===== src/rtl/biu_if.sv =====
// biu_if: external req/ack memory bus between the bus interface unit (master)
// and the memory/peripheral responder (slave).
interface biu_if;
    logic        bus_req;
    logic        bus_we;
    logic [31:0] bus_addr;
    logic [3:0]  bus_be;
    logic [31:0] bus_wdata;
    logic [31:0] bus_rdata;
    logic        bus_ack;
    logic        bus_err;

    modport master (
        output bus_req, bus_we, bus_addr, bus_be, bus_wdata,
        input  bus_rdata, bus_ack, bus_err
    );

    modport slave (
        input  bus_req, bus_we, bus_addr, bus_be, bus_wdata,
        output bus_rdata, bus_ack, bus_err
    );
endinterface


===== src/rtl/biu.sv =====
// biu: single-transaction load/store bus interface unit with lane steering,
// load extension, misalignment and timeout faults. Optional LR/SC: BIU_LRSC_EN.
module biu #(
    parameter int unsigned TIMEOUT     = 255,
    parameter logic [31:0] RESET_RDATA = 32'h0
) (
    input  logic         clk,
    input  logic         rst,
    input  logic         start,
    input  logic [2:0]   opc_biu,
    input  logic         unsign,
    input  logic         lr,
    input  logic         sc,
    input  logic [31:0]  addr_csr,
    input  logic [31:0]  data_tobiu,
    output logic [31:0]  data_biu,
    output logic         rdy_biu,
    output logic         err_ma,
    output logic         err_acc,
    biu_if.master        mem
);

    typedef enum logic [1:0] {IDLE, REQ, DONE} state_t;

    localparam logic [9:0] TO_LAST = 10'(TIMEOUT - 1);

    state_t      state_reg, state_next;
    logic        req_reg, req_next;
    logic        we_reg, we_next;
    logic [31:0] addr_reg, addr_next;
    logic [1:0]  off_reg, off_next;
    logic [1:0]  size_reg, size_next;
    logic        unsign_reg, unsign_next;
    logic        sc_reg, sc_next;
    logic [3:0]  be_reg, be_next;
    logic [31:0] wdata_reg, wdata_next;
    logic [9:0]  cnt_reg, cnt_next;
    logic [31:0] data_reg, data_next;
    logic        rdy_reg, rdy_next;
    logic        ma_reg, ma_next;
    logic        acc_reg, acc_next;
`ifdef BIU_LRSC_EN
    logic        lr_reg, lr_next;
    logic        resv_v_reg, resv_v_next;
    logic [29:0] resv_a_reg, resv_a_next;
    logic        is_lr;
    assign is_lr = lr && (opc_biu == 3'b111);
`else
    logic        lr_unused;
    assign lr_unused = lr;
`endif

    // opc[1:0]: 00 no-op, 01 byte, 10 half, 11 word; opc[2] selects read
    logic [1:0]  op_size;
    logic        misaligned;
    logic        is_sc;
    logic [3:0]  be_calc;
    logic [31:0] wdata_rep;
    logic [31:0] shifted;
    logic [31:0] load_val;

    assign op_size    = opc_biu[1:0];
    assign is_sc      = sc && (opc_biu == 3'b011);
    assign misaligned = ((op_size == 2'b10) && addr_csr[0]) ||
                        ((op_size == 2'b11) && (addr_csr[1:0] != 2'b00));

    always_comb begin
        case (op_size)
            2'b01:   be_calc = 4'b0001 << addr_csr[1:0];
            2'b10:   be_calc = addr_csr[1] ? 4'b1100 : 4'b0011;
            default: be_calc = 4'b1111;
        endcase
    end

    // Each write lane takes the store byte that lands on it after replication
    generate
        for (genvar gi = 0; gi < 4; gi++) begin : g_lane
            assign wdata_rep[8*gi +: 8] =
                (op_size == 2'b01) ? data_tobiu[7:0] :
                (op_size == 2'b10) ? data_tobiu[8*(gi%2) +: 8] :
                                     data_tobiu[8*gi +: 8];
        end
    endgenerate

    assign shifted = mem.bus_rdata >> {off_reg, 3'b000};

    always_comb begin
        case (size_reg)
            2'b01:   load_val = unsign_reg ? {24'h0, shifted[7:0]}
                                           : {{24{shifted[7]}}, shifted[7:0]};
            2'b10:   load_val = unsign_reg ? {16'h0, shifted[15:0]}
                                           : {{16{shifted[15]}}, shifted[15:0]};
            default: load_val = mem.bus_rdata;
        endcase
    end

    always_comb begin
        state_next  = state_reg;
        req_next    = req_reg;
        we_next     = we_reg;
        addr_next   = addr_reg;
        off_next    = off_reg;
        size_next   = size_reg;
        unsign_next = unsign_reg;
        sc_next     = sc_reg;
        be_next     = be_reg;
        wdata_next  = wdata_reg;
        cnt_next    = cnt_reg;
        data_next   = data_reg;
        rdy_next    = 1'b0;
        ma_next     = 1'b0;
        acc_next    = 1'b0;
`ifdef BIU_LRSC_EN
        lr_next     = lr_reg;
        resv_v_next = resv_v_reg;
        resv_a_next = resv_a_reg;
`endif
        case (state_reg)
            IDLE: begin
                if (start) begin
                    if (op_size == 2'b00) begin
                        state_next = DONE;
                        rdy_next   = 1'b1;
                    end else if (misaligned) begin
                        state_next = DONE;
                        rdy_next   = 1'b1;
                        ma_next    = 1'b1;
                    end
`ifdef BIU_LRSC_EN
                    else if (is_sc && !(resv_v_reg && (resv_a_reg == addr_csr[31:2]))) begin
                        state_next = DONE;
                        rdy_next   = 1'b1;
                        data_next  = 32'd1;
                    end
`endif
                    else begin
                        state_next  = REQ;
                        req_next    = 1'b1;
                        we_next     = !opc_biu[2];
                        addr_next   = {addr_csr[31:2], 2'b00};
                        off_next    = addr_csr[1:0];
                        size_next   = op_size;
                        unsign_next = unsign;
                        sc_next     = is_sc;
                        be_next     = be_calc;
                        wdata_next  = wdata_rep;
                        cnt_next    = '0;
`ifdef BIU_LRSC_EN
                        lr_next     = is_lr;
`endif
                    end
`ifdef BIU_LRSC_EN
                    if (is_sc) begin
                        resv_v_next = 1'b0;
                    end
`endif
                end
            end
            REQ: begin
                if (mem.bus_err) begin
                    state_next = DONE;
                    req_next   = 1'b0;
                    rdy_next   = 1'b1;
                    acc_next   = 1'b1;
                end else if (mem.bus_ack) begin
                    state_next = DONE;
                    req_next   = 1'b0;
                    rdy_next   = 1'b1;
                    if (!we_reg) begin
                        data_next = load_val;
`ifdef BIU_LRSC_EN
                        if (lr_reg) begin
                            resv_v_next = 1'b1;
                            resv_a_next = addr_reg[31:2];
                        end
`endif
                    end else begin
                        if (sc_reg) begin
                            data_next = '0;
                        end
`ifdef BIU_LRSC_EN
                        if (resv_v_reg && (resv_a_reg == addr_reg[31:2])) begin
                            resv_v_next = 1'b0;
                        end
`endif
                    end
                end else if (cnt_reg == TO_LAST) begin
                    state_next = DONE;
                    req_next   = 1'b0;
                    rdy_next   = 1'b1;
                    acc_next   = 1'b1;
                end else begin
                    cnt_next = cnt_reg + 10'd1;
                end
            end
            DONE: begin
                state_next = IDLE;
            end
            default: begin
                state_next = IDLE;
                req_next   = 1'b0;
            end
        endcase
    end

    always_ff @(posedge clk or posedge rst) begin
        if (rst) begin
            state_reg  <= IDLE;
            req_reg    <= 1'b0;
            we_reg     <= 1'b0;
            addr_reg   <= '0;
            off_reg    <= '0;
            size_reg   <= '0;
            unsign_reg <= 1'b0;
            sc_reg     <= 1'b0;
            be_reg     <= '0;
            wdata_reg  <= '0;
            cnt_reg    <= '0;
            data_reg   <= RESET_RDATA;
            rdy_reg    <= 1'b0;
            ma_reg     <= 1'b0;
            acc_reg    <= 1'b0;
`ifdef BIU_LRSC_EN
            lr_reg     <= 1'b0;
            resv_v_reg <= 1'b0;
            resv_a_reg <= '0;
`endif
        end else begin
            state_reg  <= state_next;
            req_reg    <= req_next;
            we_reg     <= we_next;
            addr_reg   <= addr_next;
            off_reg    <= off_next;
            size_reg   <= size_next;
            unsign_reg <= unsign_next;
            sc_reg     <= sc_next;
            be_reg     <= be_next;
            wdata_reg  <= wdata_next;
            cnt_reg    <= cnt_next;
            data_reg   <= data_next;
            rdy_reg    <= rdy_next;
            ma_reg     <= ma_next;
            acc_reg    <= acc_next;
`ifdef BIU_LRSC_EN
            lr_reg     <= lr_next;
            resv_v_reg <= resv_v_next;
            resv_a_reg <= resv_a_next;
`endif
        end
    end

    assign mem.bus_req   = req_reg;
    assign mem.bus_we    = we_reg;
    assign mem.bus_addr  = addr_reg;
    assign mem.bus_be    = be_reg;
    assign mem.bus_wdata = wdata_reg;
    assign data_biu      = data_reg;
    assign rdy_biu       = rdy_reg;
    assign err_ma        = ma_reg;
    assign err_acc       = acc_reg;

endmodule


===== src/flat_wrapper.sv =====
// flat-port wrapper written by rule: the top's interface ports become plain ports
module biu_flat 
#(
    parameter int unsigned TIMEOUT     = 255,
    parameter logic [31:0] RESET_RDATA = 32'h0
)
  (clk, rst, start, opc_biu, unsign, lr, sc, addr_csr, data_tobiu, data_biu, rdy_biu, err_ma, err_acc, mem_bus_req, mem_bus_we, mem_bus_addr, mem_bus_be, mem_bus_wdata, mem_bus_rdata, mem_bus_ack, mem_bus_err);
  biu_if mem_i ();
  input  logic clk;
  input  logic rst;
  input  logic start;
  input  logic [2:0] opc_biu;
  input  logic unsign;
  input  logic lr;
  input  logic sc;
  input  logic [31:0] addr_csr;
  input  logic [31:0] data_tobiu;
  output logic [31:0] data_biu;
  output logic rdy_biu;
  output logic err_ma;
  output logic err_acc;
  output wire logic [$bits(mem_i.bus_req)-1:0] mem_bus_req;
  output wire logic [$bits(mem_i.bus_we)-1:0] mem_bus_we;
  output wire logic [$bits(mem_i.bus_addr)-1:0] mem_bus_addr;
  output wire logic [$bits(mem_i.bus_be)-1:0] mem_bus_be;
  output wire logic [$bits(mem_i.bus_wdata)-1:0] mem_bus_wdata;
  input wire logic [$bits(mem_i.bus_rdata)-1:0] mem_bus_rdata;
  input wire logic [$bits(mem_i.bus_ack)-1:0] mem_bus_ack;
  input wire logic [$bits(mem_i.bus_err)-1:0] mem_bus_err;
  assign mem_bus_req = mem_i.bus_req;
  assign mem_bus_we = mem_i.bus_we;
  assign mem_bus_addr = mem_i.bus_addr;
  assign mem_bus_be = mem_i.bus_be;
  assign mem_bus_wdata = mem_i.bus_wdata;
  assign mem_i.bus_rdata = mem_bus_rdata;
  assign mem_i.bus_ack = mem_bus_ack;
  assign mem_i.bus_err = mem_bus_err;
  biu #(.TIMEOUT(TIMEOUT), .RESET_RDATA(RESET_RDATA)) u_core (.clk(clk), .rst(rst), .start(start), .opc_biu(opc_biu), .unsign(unsign), .lr(lr), .sc(sc), .addr_csr(addr_csr), .data_tobiu(data_tobiu), .data_biu(data_biu), .rdy_biu(rdy_biu), .err_ma(err_ma), .err_acc(err_acc), .mem(mem_i));
endmodule

===== config.mk =====
export PLATFORM = sky130hd
export DESIGN_NAME = biu_flat
export DESIGN_NICKNAME = d
export VERILOG_FILES = /design/src/rtl/biu_if.sv /design/src/rtl/biu.sv /design/src/flat_wrapper.sv
export SDC_FILE = /design/constraint.sdc
export NUM_CORES = 1
export LEC_CHECK = 0
export CAP_MARGIN = 20
export CORE_ASPECT_RATIO = 1.1
export CORE_MARGIN = 5
export CORE_UTILIZATION = 40
export DETAILED_ROUTE_END_ITERATION = 10
export GPL_TIMING_DRIVEN = 1
export PLACE_DENSITY = 0.76
export SLEW_MARGIN = 20
export SYNTH_ARGS = -nofsm -noshare
export SYNTH_HDL_FRONTEND = slang
export SYNTH_SLANG_ARGS = --single-unit

===== constraint.sdc =====
create_clock -name clk -period 3.91 [get_ports clk]
set_input_delay 0.9775 -clock clk [delete_from_list [all_inputs] [get_ports clk]]
set_output_delay 0.9775 -clock clk [all_outputs]
set_load 0.03 [all_outputs]

==> results.sh <==
export IMPL_die_area_um2=16800
export IMPL_die_x_um=124
export IMPL_skew_ns=0.00881
export IMPL_drv_slew=0
export IMPL_cpPeakStageDelay_ns=0.53
export IMPL_fin_crit_ns=2.90
export IMPL_globalRoute_totalOverflow=0
export IMPL_slew_headroom=0.282
export IMPL_first_iter_violations=351
export IMPL_final_util=0.620
export IMPL_portBuffers=208
export IMPL_rr_endpoint="u_core.data_biu[25]$_DFFE_PP0P_"
export IMPL_antenna_cells=0
export IMPL_synth_seq_cells=121
export IMPL_whs_path_depth=2
export IMPL_min_from="u_core.mem.bus_addr[16]$_DFFE_PP0P_"
export IMPL_grt_antenna_before_repair=0
export IMPL_final_area_um2=8620
export IMPL_htree_levels=4
export IMPL_drc=0
export IMPL_tightest_slew_ns=1.08
export IMPL_synth_top_area_frac=0.528
export IMPL_drv_cap=0
export IMPL_vias=5135
export IMPL_slowest_stage="clkdlybuf4s50_1"
export IMPL_holdPathEnd="u_core.mem.bus_addr[16]$_DFFE_PP0P_"
export IMPL_synth_area_leaders="dfrtp_1 (53%), nand2_1 (10%), mux2i_1 (5.6%)"
export IMPL_setup_violations=0
export IMPL_clk_latency_ns=0.41
export IMPL_nets=888
export IMPL_arrival_ns=3.17
export IMPL_cts_setup_buffers=0
export IMPL_die_h_um=136
export IMPL_cts_hold_fix_buffers=0
export IMPL_drive_above_1_share=0.0840
export IMPL_place_gp_congestion=0.850
export IMPL_netlist_area_um2=5730
export IMPL_gr_max_usage_layer="met2"
export IMPL_endpoint_kind="flip-flop"
export IMPL_holdCritPathClass="reg2reg"
export IMPL_startpoint_type="primary input"
export IMPL_power_mw=6.36
export IMPL_netlist_cell_type_count=59
export IMPL_grt_use_met1=0.239
export IMPL_period_share=0.742
export IMPL_hold_viol_final=0
export IMPL_gr_usage_met3=0.107
export IMPL_drt_antenna_violating_nets=0
export IMPL_cts_buffer_depth=2
export IMPL_irDropWorstVdd_mv=0.418
export IMPL_vias_per_cell=5.27
export IMPL_crit_family="buffers and inverters"
export IMPL_worst_path_buf_inv=3
export IMPL_tritoncts="yes"
export IMPL_cts_resized=0
export IMPL_dpl_hpwl_mm=12.7
export IMPL_synthCells=571
export IMPL_crit_fanout=74
export IMPL_p_leak_nw=3.81
export IMPL_clockRootBuffer="clkbuf_16"
export IMPL_power_density_nw_per_um2=738
export IMPL_grt_met2_usage=0.344
export IMPL_track_usage=0.211
export IMPL_rrSetupSlack_ns=1.23
export IMPL_r2r_start="u_core.off_reg[1]$_DFFE_PP0P_"
export IMPL_cp_cell_sequence="clkdlybuf4s50_1 > inv_1 > ha_1 > o21ai_0 > nand3_4 > buf_12 > nand3_1 > o21ai_0"
export IMPL_cts_buffers=17
export IMPL_synth_commonest_cells="nand2_1 (155), dfrtp_1 (121), o21ai_0 (33)"
export IMPL_first_global_vias=5333
export IMPL_crit_required_ns=4.18
export IMPL_yosysTopAreaCell="dfrtp_1"
export IMPL_core_area_um2=13900
export IMPL_num_io_pins=212
export IMPL_synth_most_common_cell="nand2_1"
export IMPL_max_freq_mhz=344
export IMPL_area_delta_synth_final_pct=50.3
export IMPL_postPlaceCellArea_um2=8020
export IMPL_clk_pin_slew_ns=0.06
export IMPL_ys_warn_count=0
export IMPL_crit_path_frequent_cell="o21ai_0"
export IMPL_cts_sinks=121
export IMPL_rows=45
export IMPL_grt_max_degree=122
export IMPL_setup_tns_ns=0
export IMPL_start_util=0.412
export IMPL_wire_per_inst_um=18.0
export IMPL_reg2reg_depth=5
export IMPL_grt_first_pass_wirelength_mm=27.5
export IMPL_ys_flop_type="dfrtp_1"
export IMPL_path_class="in2reg"
export IMPL_drt_wl_total_mm=17.6
export IMPL_firstDrtPassIters=5
export IMPL_status="complete, no violations"
export IMPL_async_reset_ff_frac=1.00
export IMPL_syn_area_per_cell_um2=10.0
export IMPL_yosysSeqAreaShare=0.528
export IMPL_rsz0062_at_grt="false"
export IMPL_synth_edf_count=0
-- cell usage in the layout (no fill, tap or decap), types with 2 or more instances in the layout --
master,n
o31ai_1,4
clkinv_2,4
buf_12,3
a221o_2,10
a31oi_1,2
clkbuf_16,17
buf_4,8
dfrtp_1,121
a21oi_1,17
nor2_1,15
nor2b_1,9
mux2i_1,32
or4_1,3
clkinvlp_4,4
o21ai_0,33
ha_1,8
o211ai_1,5
nor3_1,5
o21a_1,2
nand2b_1,9
bufinv_16,3
nand3_1,6
conb_1,2
clkdlybuf4s50_1,208
nand2_1,155
or3_1,2
clkinv_4,2
a22o_1,7
a221o_1,14
clkbuf_1,2
a2bb2oi_1,7
inv_1,13
mux2_2,2
o22ai_1,7
a211oi_1,15
-- worst min-delay path: cells and delay by family, from the launching register on --
kind / cells / cell delay, ns
DFF: 1 / 0.33
and+or+nand+nor: 2 / 0.11
-- kinds of logic after synthesis --
kind of cell    Yosys count  synth area share
compound gates          135             0.180
flops                   121             0.528
mux                      34            0.0598
simple gates            221             0.174
buf+inv                  51            0.0395
other cells               1          0.000654
fa+ha+maj                 8            0.0175
-- worst max-delay path by stage --
stage / end / depth (start not counted) / start
2_1_floorplan: u_core.cnt_reg[0]$_DFFE_PP0P_ / 1 / rst
3_3_place_gp: u_core.cnt_reg[0]$_DFFE_PP0P_ / 8 / opc_biu[0]
3_5_place_dp: u_core.cnt_reg[0]$_DFFE_PP0P_ / 8 / opc_biu[0]
4_1_cts: u_core.cnt_reg[0]$_DFFE_PP0P_ / 8 / opc_biu[0]
5_1_grt: u_core.sc_reg$_DFFE_PP0P_ / 8 / opc_biu[0]
6_report: u_core.cnt_reg[0]$_DFFE_PP0P_ / 8 / opc_biu[0]
-- layout make-up --
cell class | instances | area [um2]
Tap cell | 188 | 235
Multi-Input combinational cell | 400 | 2500
Inverter | 14 | 56.3
Clock inverter | 12 | 150
Timing Repair Buffer | 219 | 2200
Fill cell | 1146 | 5290
Sequential cell | 121 | 3030
Clock buffer | 20 | 447
-- per-layer routing --
metal | share of wire | wire length, um
met5 | 0 | 0
met4 | 0.017 | 301
met3 | 0.13 | 2300
met2 | 0.48 | 8420
met1 | 0.37 | 6550
-- per-stage QoR --
stage               setup slack (ns)  instances  hold WS [ns]
floorplan                       1.45        572         0.441
global placement               0.572        942         0.460
detailed placement             0.553        942         0.466
CTS                            0.990        974         0.480
global route                   0.799        974         0.487
finish                          1.01        974         0.477
-- report_power, final --
group          internal [mW]  switching [mW]  leakage [nW]
Clock                   1.01           0.563         0.286
Combinational           1.19            1.57          1.98
Sequential              1.69           0.330          1.54
No activity file was read; power rests on OpenSTA's default activity.
